`src/rtl/fd_full_adder.sv`:
```
// Single-bit full adder with registered sum/carry, a combinational result copy,
// and LSB-first serial chaining through the registered carry.
module fd_full_adder #(
    parameter int CNT_W = 8
) (
    input  logic             clk,
    input  logic             rst_n,
    input  logic             en,
    input  logic             A,
    input  logic             B,
    input  logic             Cin,
    input  logic             ser_mode,
    input  logic             ser_first,
    output logic             So_c,
    output logic             Co_c,
    output logic             So,
    output logic             Co,
    output logic             valid,
    output logic [CNT_W-1:0] op_count
);

    logic             r_so;
    logic             r_co;
    logic             r_valid;
    logic [CNT_W-1:0] r_op_count;
    logic             w_cin_sel;
    logic [1:0]       w_sum;

    // Carry-in source: registered carry between serial bits, external Cin otherwise
    always_comb begin
        w_cin_sel = Cin;
        if (ser_mode && !ser_first) begin
            w_cin_sel = r_co;
        end else begin
            w_cin_sel = Cin;
        end
    end

    assign w_sum = {1'b0, A} + {1'b0, B} + {1'b0, w_cin_sel};

    assign So_c     = w_sum[0];
    assign Co_c     = w_sum[1];
    assign So       = r_so;
    assign Co       = r_co;
    assign valid    = r_valid;
    assign op_count = r_op_count;

    // Result, strobe and operation-count registers
    always_ff @(posedge clk) begin
        if (!rst_n) begin
            r_so       <= 1'b0;
            r_co       <= 1'b0;
            r_valid    <= 1'b0;
            r_op_count <= {CNT_W{1'b0}};
        end else if (en) begin
            r_so       <= w_sum[0];
            r_co       <= w_sum[1];
            r_valid    <= 1'b1;
            r_op_count <= r_op_count + CNT_W'(1);
        end else begin
            r_so       <= r_so;
            r_co       <= r_co;
            r_valid    <= 1'b0;
            r_op_count <= r_op_count;
        end
    end

endmodule

```
`config.mk`:
```
export PLATFORM = sky130hd
export DESIGN_NAME = fd_full_adder
export DESIGN_NICKNAME = d
export VERILOG_FILES = /design/src/rtl/fd_full_adder.sv
export SDC_FILE = /design/constraint.sdc
export NUM_CORES = 1
export LEC_CHECK = 0
export ABC_AREA = 1
export CAP_MARGIN = 20
export CORE_UTILIZATION = 36
export DETAILED_ROUTE_END_ITERATION = 12
export PLACE_DENSITY = 0.68
export SYNTH_ARGS = -nofsm -noshare
export SYNTH_HDL_FRONTEND = slang
export SYNTH_SLANG_ARGS = --single-unit
```
`constraint.sdc`:
```
create_clock -name clk -period 1 [get_ports clk]
set_input_delay 0.15 -clock clk [delete_from_list [all_inputs] [get_ports clk]]
set_output_delay 0.15 -clock clk [all_outputs]
set_load 0.005 [all_outputs]
```
After elaboration in Yosys (flattened, before gate mapping)
Cells that the tools add are included.
Word-level totals
  register bits after elaboration: 11
  bits of input ports: 8
  output and inout bits: 13
Cells by class
  add/subtract/negate cells: 3
  multiplexer cells: 2
  reductions and logical operators: 2
Operator list (count)
  $add A8 B1 Y8 const B: 1
  $add A1 B1 Y2: 1
  $add A2 B1 Y2: 1
  $mux W1: 2
  $logic_and A1 B1 Y1: 1
  $logic_not A1 Y1: 1

Longest topological paths before layout
  depth in word-level cells: 4
  gate-level depth with buffers: 6
  mapped depth without buffers: 6

Worst setup path before layout
No wires, ideal clock.
  path kind: reg-to-output
  start: register r_co (netlist: Co)
  end: output port So_c
  arrival: 0.965 ns
  required time: 0.850 ns
  path slack: -0.115 ns
  stages on the path, launching flop included: 4
  path buffers: 0
  cell sequence: dfxtp_1 > mux2i_1 > fa_1 > inv_1
On the way
  longest elaborated chain between the ends: 2
RTL lines
  start, declared: line 23  | logic r_co;
  start signal, assigned: line 57  | r_co <= w_sum[1];
  start signal, assigned: line 62  | r_co <= r_co;
  $mux W1: line 32  | if (ser_mode && !ser_first) begin
  $add A2 B1 Y2: line 39  | assign w_sum = {1'b0, A} + {1'b0, B} + {1'b0, w_cin_sel};
  end, declared: line 14  | output logic So_c,
No other way between the ends.

Worst setup path after layout
Ends and elaborated chain as after synthesis.

==> run summary <==
Status: finished with violations
Failing checks: negative setup slack
Via count: 558
Cell with the most instances after synthesis: nand2_1
Longest Clk Path Bufs: 2
Final HPWL DP: 844 µm
Post-synth ARST share: 0
Psw: 0.000265 W
Sw Ratio: 0.261
Leak: 0.474 nW
# IOs: 21
Net count after synthesis: 77
CP max FO: 2
Clk pin slew, worst setup/hold paths: 0.08 ns
GP Congestion: 0.666
RSZ-0062 raised after global routing: true
Part of the power in registers: 0.461
Num Clock Sinks: 11
Fill cells: 108
Die X: 40.4 µm
Drt first pass iters: 3
Slowest stage delay, CP: 0.59 ns
Total Routing Usage GR: 0.177
Overall Power: 0.00102 W
Unique masters post-synth: 17
Global-route wire length before repair: 1950 µm
Critical Path AT: 1.42 ns
H-tree depth: 1
R2r setup slk: -0.29 ns
Final Setup Violations: 6
# port buffers: 20
Max-slew violations: 0
TritonCTS Buffers: 3
Final clock skew: 0.00929 ns
Layout cells sized above 1: 0.452
Top-area cell type share of the netlist area: 0.415
Dpl ws: -1.08 ns
Number of synthesis warnings: 0
CTS tree: done
End of the critical path: So_c
Layout area overhead: 81.6%
Die H: 40.4 µm
Max-cap violations: 0
Worst min-delay path class: in2reg
Clock root buffer: clkbuf_4
Ys flop type: dfxtp_1
Number of synthesized flops with an enable pin: 0
Final WS setup: -0.574 ns
Achievable Freq: 0.635 GHz
Register area share after synthesis: 0.415
Syn_area_per_cell: 7.92 µm²
Hold_buf cts: 0
Worst Reg-to-Reg Cells: 4
DIE AREA: 1630 µm²
Nets: 115
Drt wl/cell: 11.1 µm
WS Path Type: reg2out
Worst-margin pin slew: 0.305 ns
Post-Syn Area: 531 µm²
Later-pin clock latency in the skew report: 0.27 ns
Setup crit end kind: output port
CP max-delay cell: fa_2
DRT antenna net count: 0
Post-Synthesis Cells: 67
Final Hold Vio Count: 0
Seq cells post-synth: 11
Area contributors post-synth: dfxtp_1, a21oi_1, nand2_1
Via density per instance: 4.69
Worst-path cell chain: mux2i_2 -> fa_2 -> inv_2 -> buf_6
Internal power: 0.000751 W
Peak VDD IR: 0.687 mV
Setup crit start: Co
Clock power frac: 0.308
Pwr Density: 1050 nW/µm²
CP startpoint kind: flip-flop
Drt first-iter violations: 9
FF-to-FF End: So
Rows: 13
Final worst path period share: 1.57
Worst R2R Start: Co
Min Tclk post-route: 1.57 ns
DRC Markers: 0
Congestion Overflow GR: 0
Vias in the first global route: 481
WP data required: 0.85 ns
Post-synth top area cell: dfxtp_1
Setup TNS: -1.61 ns
Rel. slew slack: 0.796
Comb pwr share: 0.231
Routed wire length: 1320 µm
Initial core utilization: 0.398
Largest net degree at the start of global routing: 10
Commonest cells in the netlist: nand2_1, dfxtp_1, inv_1, a21oi_1, nor2_1
Core ar.: 1330 µm²
Initial antenna violation count: 0
Ant diodes: 0
==> power by group through the flow <==
stage | Sequential (W) | Clock, W | Combinational [W]
after floorplan | 0.000479 | 0 | 0.0000673
after CTS | 0.000467 | 0.000311 | 0.000197
final | 0.000468 | 0.000313 | 0.000235
after global routing | 0.000470 | 0.000341 | 0.000258
after global placement | 0.000478 | 0 | 0.000173
after detailed placement | 0.000479 | 0 | 0.000175
==> kinds of logic (layout without fill, tap and decap cells) <==
kind of cell | count (synthesis) | count (layout) | synth area share
compound gates | 14 | 14 | 0.132
simple gates | 27 | 27 | 0.271
mux | 1 | 1 | 0.0189
flops | 11 | 11 | 0.415
fa+ha+maj | 2 | 2 | 0.0613
buf+inv | 12 | 49 | 0.101
==> how the worst min path moves through the flow <==
stage                      startpoint     endpoint  slack, ns  cells past startpoint
after floorplan                 rst_n           Co       0.28                      2
after global placement    op_count[0]  op_count[0]       0.45                      1
after detailed placement  op_count[0]  op_count[0]       0.46                      1
after CTS                           A           So       0.51                      4
after global routing               en  op_count[2]       0.33                      3
final                              en  op_count[2]       0.32                      3
==> repair_timing <==
action,in CTS,in global routing
pin swaps,5,12
resized for setup,42,24
endpoints found under the setup margin,18,23
setup buffers,3,2
==> per-stage QoR <==
stage / instances / area (µm²) / hold slack (ns) / utilization
after global routing: 119 / 963 / 0.326 / 0.722
after CTS: 117 / 885 / 0.512 / 0.663
after detailed placement: 110 / 813 / 0.459 / 0.610
after global placement: 110 / 813 / 0.452 / 0.610
final: 119 / 963 / 0.322 / 0.722
after floorplan: 67 / 536 / 0.281 / -
==> worst max-delay path, delay by kind of cell (launching register included) <==
kind       cells  cell delay, ns
flops          1            0.34
fa+ha+maj      1            0.59
buf+inv        2            0.14
mux            1            0.08
==> routing by layer <==
layer | vias up | routed length [µm] | GRT usage
li1 | 284 | - | -
met2 | 10 | 676 | 0.286
met3 | 2 | 46 | 0.0333
met5 | - | 0 | 0
met1 | 262 | 576 | 0.225
met4 | 0 | 19 | 0.0750
==> flip-flops by register name, summed over array words and instances (netlist names) <==
| register | count |
|---|---|
| op_count | 8 |
| So | 1 |
| valid | 1 |
| Co | 1 |
==> cells in the final DEF, fill, tap and decap left out, types with 2 or more instances in the layout <==
cell type        netlist  layout
dfxtp_2                0       6
nor2_1                 6       6
nand3_2                0       3
nor2_4                 1       3
nand2_4                1       3
buf_6                  1       6
dfxtp_1               11       5
inv_1                 10       8
buf_4                  0      11
a21oi_2                0       3
a21oi_1                9       6
inv_2                  0       2
dlygate4sd2_1          0       4
clkdlybuf4s50_1        0       2
clkdlybuf4s15_1        0      10
o21ai_0                5       4
nand2_1               12      10
clkbuf_4               0       3
==> layout make-up <==
cell class	instances	area, µm²	area share
timing repair buffer	35	323	0.335
clock buffer	4	26.3	0.0273
inverter	10	37.5	0.0390
sequential	11	228	0.236
tap	15	18.8	0.0195
multi-input combinational	44	330	0.343
Note: power is estimated with default switching activity, not from simulation.
